## src/rtl/irq_pkg.sv

```systemverilog
// Shared constants for the interrupt arbiter: register map, FSM encodings,
// CLAIM result layout and the fixed-priority encoder.
package irq_pkg;

  // Register addresses
  localparam logic [1:0] AddrPending = 2'd0;
  localparam logic [1:0] AddrMask    = 2'd1;
  localparam logic [1:0] AddrClaim   = 2'd2;
  localparam logic [1:0] AddrStatus  = 2'd3;

  // FSM state encodings (code 3 is illegal and recovers to StIdle)
  localparam logic [1:0] StIdle    = 2'd0;
  localparam logic [1:0] StAssert  = 2'd1;
  localparam logic [1:0] StHoldoff = 2'd2;

  // Bit of the CLAIM read data that flags a valid source id
  localparam int unsigned ClaimVldBit = 7;

  // Fixed priority: the lowest set index wins. Returns 0 for an empty set.
  function automatic logic [2:0] prio_id(input logic [7:0] act);
    logic [2:0] id;
    id = 3'd0;
    for (int i = 7; i >= 0; i--) begin
      if (act[i]) id = 3'(i);
    end
    return id;
  endfunction

endpackage

```

## src/rtl/irq_sync.sv

```systemverilog
// One request line: two-flop synchroniser followed by a rising-edge detector.
//   i_clk  : system clock
//   i_rst  : synchronous active-high reset
//   i_d    : asynchronous level input
//   o_rise : one-cycle pulse when the synchronised level goes 0 -> 1
module irq_sync (
  input  logic i_clk,
  input  logic i_rst,
  input  logic i_d,
  output logic o_rise
);

  logic r_s1;
  logic r_s2;
  logic r_prev;

  always_ff @(posedge i_clk) begin
    if (i_rst) begin
      r_s1   <= 1'b0;
      r_s2   <= 1'b0;
      r_prev <= 1'b0;
    end else begin
      r_s1   <= i_d;
      r_s2   <= r_s1;
      r_prev <= r_s2;
    end
  end

  // Clearing r_prev in reset makes a line held high through reset produce
  // exactly one edge after release.
  assign o_rise = r_s2 & ~r_prev;

endmodule

```

## src/rtl/irq_arbiter.sv

```systemverilog
// Interrupt arbiter: collects NSRC request lines into pending bits, masks
// them, and drives a single registered interrupt level. Software claims the
// lowest-index active source through a small register port; after each
// claim or drain the output is held low for HOLDOFF ncycle-high clocks so
// the downstream edge detector always sees a fresh rising edge.
//   i_clk    : system clock
//   i_rst    : synchronous active-high reset
//   i_ncycle : low on the second clock of a two-cycle instruction
//   i_src    : raw asynchronous level-high requests
//   i_sel    : register access strobe
//   i_we     : write (1) / read (0), qualified by i_sel
//   i_addr   : register select (PENDING, MASK, CLAIM, STATUS)
//   i_wdata  : write data
//   o_rdata  : registered read data, held until the next read
//   o_int    : interrupt request level
module irq_arbiter
  import irq_pkg::*;
#(
  parameter int unsigned NSRC    = 8,
  parameter int unsigned HOLDOFF = 2
) (
  input  logic            i_clk,
  input  logic            i_rst,
  input  logic            i_ncycle,
  input  logic [NSRC-1:0] i_src,
  input  logic            i_sel,
  input  logic            i_we,
  input  logic [1:0]      i_addr,
  input  logic [7:0]      i_wdata,
  output logic [7:0]      o_rdata,
  output logic            o_int
);

  logic [NSRC-1:0] w_rise;
  logic [NSRC-1:0] r_pending;
  logic [NSRC-1:0] r_mask;
  logic [NSRC-1:0] w_active;
  logic [NSRC-1:0] w_clr;
  logic            w_any;
  logic [2:0]      w_id;
  logic            w_rd;
  logic            w_wr;
  logic            w_claim;
  logic [7:0]      w_rdata;
  logic [7:0]      r_rdata;
  logic [1:0]      r_state;
  logic [1:0]      w_state_nxt;
  logic [3:0]      r_cnt;
  logic [3:0]      w_cnt_nxt;
  logic            r_int;

  for (genvar g = 0; g < NSRC; g++) begin : g_sync
    irq_sync u_sync (
      .i_clk  (i_clk),
      .i_rst  (i_rst),
      .i_d    (i_src[g]),
      .o_rise (w_rise[g])
    );
  end

  assign w_active = r_pending & r_mask;
  assign w_any    = |w_active;
  assign w_id     = prio_id(8'(w_active));

  assign w_rd    = i_sel & ~i_we;
  assign w_wr    = i_sel & i_we;
  assign w_claim = w_rd && (i_addr == AddrClaim) && w_any;

  // Clear sources: W1C on PENDING and the bit granted by a valid claim
  always_comb begin
    w_clr = '0;
    if (w_wr && (i_addr == AddrPending)) w_clr = i_wdata[NSRC-1:0];
    if (w_claim) w_clr = w_clr | (NSRC'(1) << w_id);
  end

  // Read mux; bits at or above NSRC stay zero
  always_comb begin
    w_rdata = '0;
    unique case (i_addr)
      AddrPending: w_rdata[NSRC-1:0] = r_pending;
      AddrMask:    w_rdata[NSRC-1:0] = r_mask;
      AddrClaim: begin
        if (w_any) begin
          w_rdata[ClaimVldBit] = 1'b1;
          w_rdata[2:0]         = w_id;
        end
      end
      AddrStatus:  w_rdata[2:0] = {r_state, r_int};
    endcase
  end

  always_comb begin
    w_state_nxt = r_state;
    w_cnt_nxt   = r_cnt;
    case (r_state)
      StIdle: begin
        if (w_any) w_state_nxt = StAssert;
      end
      StAssert: begin
        if (w_claim || !w_any) begin
          w_state_nxt = StHoldoff;
          w_cnt_nxt   = 4'd0;
        end
      end
      StHoldoff: begin
        // Stalled clocks of two-cycle instructions do not count
        if (i_ncycle) begin
          w_cnt_nxt = r_cnt + 4'd1;
          if (r_cnt + 4'd1 == 4'(HOLDOFF)) w_state_nxt = StIdle;
        end
      end
      default: w_state_nxt = StIdle;
    endcase
  end

  always_ff @(posedge i_clk) begin
    if (i_rst) begin
      r_pending <= '0;
      r_mask    <= '0;
      r_rdata   <= 8'h00;
      r_state   <= StIdle;
      r_cnt     <= 4'd0;
      r_int     <= 1'b0;
    end else begin
      // A new edge wins over a simultaneous clear so no event is lost
      r_pending <= (r_pending & ~w_clr) | w_rise;
      if (w_wr && (i_addr == AddrMask)) r_mask <= i_wdata[NSRC-1:0];
      if (w_rd) r_rdata <= w_rdata;
      r_state <= w_state_nxt;
      r_cnt   <= w_cnt_nxt;
      // Decoded from next state so the output comes straight from a flop
      r_int   <= (w_state_nxt == StAssert);
    end
  end

  assign o_rdata = r_rdata;
  assign o_int   = r_int;

endmodule

```

## config.mk

```make
export PLATFORM = sky130hd
export DESIGN_NAME = irq_arbiter
export DESIGN_NICKNAME = d
export VERILOG_FILES = /design/src/rtl/irq_pkg.sv /design/src/rtl/irq_sync.sv /design/src/rtl/irq_arbiter.sv
export SDC_FILE = /design/constraint.sdc
export NUM_CORES = 1
export LEC_CHECK = 0
export CAP_MARGIN = 25
export CORE_UTILIZATION = 38
export DETAILED_ROUTE_END_ITERATION = 10
export DONT_BUFFER_PORTS = 1
export HOLD_SLACK_MARGIN = 0.08
export PLACE_DENSITY = 0.54
export SKIP_CTS_REPAIR_TIMING = 1
export SYNTH_ARGS = -nofsm -noshare
export SYNTH_HDL_FRONTEND = slang
export SYNTH_SLANG_ARGS = --single-unit
```

## constraint.sdc

```tcl
create_clock -name i_clk -period 4.4 [get_ports i_clk]
set_input_delay 0.44 -clock i_clk [delete_from_list [all_inputs] [get_ports i_clk]]
set_output_delay 0.44 -clock i_clk [all_outputs]
set_load 0.01 [all_outputs]
```

==> results.json <==
{
  "syn_nets": 278,
  "maxSlewHeadroom_pct": 38.75,
  "fin_nets": 274,
  "seq_area_frac_synth_pct": 48.25,
  "min_period_over_period_pct": 38.39,
  "numCtsBuffers": 5,
  "grt_pass1_vias": 1549,
  "critical_path.top_delay_family": "simple AND/OR/NAND/NOR gates",
  "combinationalPowerShare_pct": 4.3,
  "p_per_area_nw_per_um2": 355.7,
  "finalMaxSlewViolations": 0,
  "yosysUniqueCellTypes": 44,
  "tns_ns": 0,
  "via_count": 1709,
  "start_kind": "register",
  "timing.final.hold_violations": 0,
  "antenna_found_initial": 0,
  "tightest_slew_ns": 0.9118,
  "syn_area_um2": 2282,
  "die_x_um": 79.50,
  "seqPwrFrac_pct": 60.8,
  "drt_pre_antenna_iters": 4,
  "p_leak_uw": 0.0008632,
  "path_cells": "a22o_1 -> nor4_4 -> nor2_1 -> a221oi_1 -> nor4_1",
  "p_int_uw": 663.7,
  "core-area_um2": 5642,
  "final_cell_area_um2": 2429,
  "ys_warn_count": 0,
  "start_util_pct": 40.45,
  "rsz0062_at_grt": "no",
  "vias_per_cell": 5.307,
  "worstPathMaxFanout": 7,
  "ir_drop_mv": 0.2088,
  "grtUsageTotal_pct": 15.24,
  "grt_max_degree": 45,
  "cts_max_path_buffers": 2,
  "drt_iter0_markers": 109,
  "critPathArrivalTime_ns": 1.89,
  "cp.required_ns": 4.60,
  "htree_levels": 2,
  "rows": 27,
  "grt_overflow_total": 0,
  "status": "complete, no violations",
  "endpoint_kind": "register",
  "port_buffers": 0,
  "synth-edff-count": 0,
  "stdcell_count": 322,
  "worst_path_largest_cell_delay_ns": 0.45,
  "place_area_um2": 2328,
  "cts-root-buf": "clkbuf_8",
  "die_h_um": 79.50,
  "gp_congestion": 0.7608,
  "clock_sinks": 55,
  "die_area_um2": 6319,
  "synth_seq_cells": 55,
  "critical_path_class": "register to register",
  "drc": 0,
  "hold_class": "primary input to register",
  "syn_to_final_growth_pct": 6.414,
  "report.final.setup_viol": 0,
  "ant_nets": 0,
  "routed_wl_um": 4579,
  "p_total_uw": 863.9,
  "max-cap-violations": 0,
  "cts_tree": "yes",
  "max_clock_freq_mhz": 592.0,
  "n_antenna_cell": 0,
  "p_sw_share_pct": 23.17,
  "clkTransAtPathRegs_ns": 0.10,
  "synth_area_per_cell_um2": 9.021,
  "cp_num_buf_inv": 0,
  "fin_crit_ns": 1.689,
  "place_hpwl_um": 3255,
  "skew_ns": 0.006474,
  "final_util_pct": 43.05,
  "place_inst": 314,
  "synth_flop_cell": "dfxtp_1",
  "pwr-share-clk_pct": 34.9,
  "switchingPower_uw": 200.2,
  "postSynthCellCount": 253,
  "grt_pass1_wl_um": 7465,
  "fillers": 551,
  "crit_slowest_cell": "nor4_4",
  "io-pin-count": 32,
  "layout-drive-gt1-share_pct": 8.000,
  "clk_latency_ns": 0.31,
  "synthArstFlopShare_pct": 0,
  "wire_per_inst_um": 14.22
}
[through the flow]
step	hold WS (ns)	worst slack [ns]
floorplan	0.3988	2.790
global placement	0.4055	2.436
detailed placement	0.4084	2.415
CTS	0.1721	2.717
global route	0.1612	2.566
finish	0.1845	2.711
[cells in the mapped netlist, types with 2 or more instances]
master     count  area, um2
dfxtp_1       55       1101
nand2_1       39      146.4
nor2b_1       27      168.9
a21oi_1       18      90.09
nor2_1        15      56.30
inv_1         10      37.54
clkbuf_1       9      33.78
nand3_1        9      45.04
a22oi_1        8      60.06
o21ai_0        6      30.03
mux2_2         5      56.30
nand2b_1       4      25.02
nor3_1         4      20.02
o2111ai_1      3      26.28
a2111oi_0      2      17.52
a21boi_0       2      15.01
a22o_1         2      17.52
a22o_4         2      35.03
a41o_1         2      20.02
buf_2          2      10.01
ha_1           2      25.02
nand4_1        2      12.51
nor4_1         2      12.51
nor4_4         2      42.54
o2bb2ai_1      2      17.52
[worst paths after layout]
| path | start | endpoint | slack, ns | depth (start not counted) |
|---|---|---|---|---|
| min reg2reg | g_sync[4].u_sync.r_prev$_SDFF_PP0_ | r_pending[4]$_SDFF_PP0_ | 0.42 | 1 |
| max | r_mask[0]$_SDFFE_PP0P_ | o_rdata[0]$_SDFFE_PP0N_ | 2.71 | 5 |
| min | i_rst | g_sync[3].u_sync.r_s1$_SDFF_PP0_ | 0.18 | 1 |
| max reg2reg | r_mask[0]$_SDFFE_PP0P_ | o_rdata[0]$_SDFFE_PP0N_ | 2.71 | 5 |
[metal layers]
layer  vias to the layer above  global-route usage (%)  wire [um]
met2                        41                   22.48       1990
met5                         -                       0          0
met1                       775                   20.75       2299
met3                         5                   4.800        242
li1                        888                       -          -
met4                         0                   5.273         46
[sequential cells by signal (all words and copies together), names as in the netlist]
signal and cells:
o_rdata 8, g_sync.u_sync.r_s2 8, r_cnt 4, r_pending 8
o_int 1, r_state 2, r_mask 8, g_sync.u_sync.r_prev 8
g_sync.u_sync.r_s1 8
[power by group through the flow]
stage | Sequential, uW | Clock [uW] | Combinational, uW
2_1_floorplan | 533 | 0 | 38.9
3_3_place_gp | 537 | 0 | 37.3
3_5_place_dp | 537 | 0 | 37.6
4_1_cts | 525 | 315 | 37.8
5_1_grt | 528 | 337 | 42.1
6_report | 525 | 301 | 37.2
[placed cells by master (no fill, tap or decap), drive strengths merged, types with 3 or more instances in the layout]
cell type	n
a21oi	18
a22o	4
a22oi	8
clkbuf	6
dfxtp	55
inv	13
mux2	5
nand2	39
nand2b	4
nand3	9
nor2	15
nor2b	27
nor3	4
nor4	4
o2111ai	3
o21ai	6
[logic make-up (layout without fill, tap and decap cells)]
family,count (synthesis),in the layout,share of synthesized area (%)
buf+inv,22,19,3.728
mux,6,6,2.906
compound gates,61,61,19.96
fa+ha+maj,2,2,1.096
flops,55,55,48.25
simple gates,107,107,24.07
[area by class of cell]
type	count	area, um2	share of cell area, %
sequential	55	1101	45.34
multi-input combinational	176	1096	45.13
clock inverter	2	17.52	0.7213
tap	72	90.09	3.709
inverter	11	41.29	1.700
clock buffer	6	82.58	3.400
No activity file was read; power rests on OpenSTA's default activity.
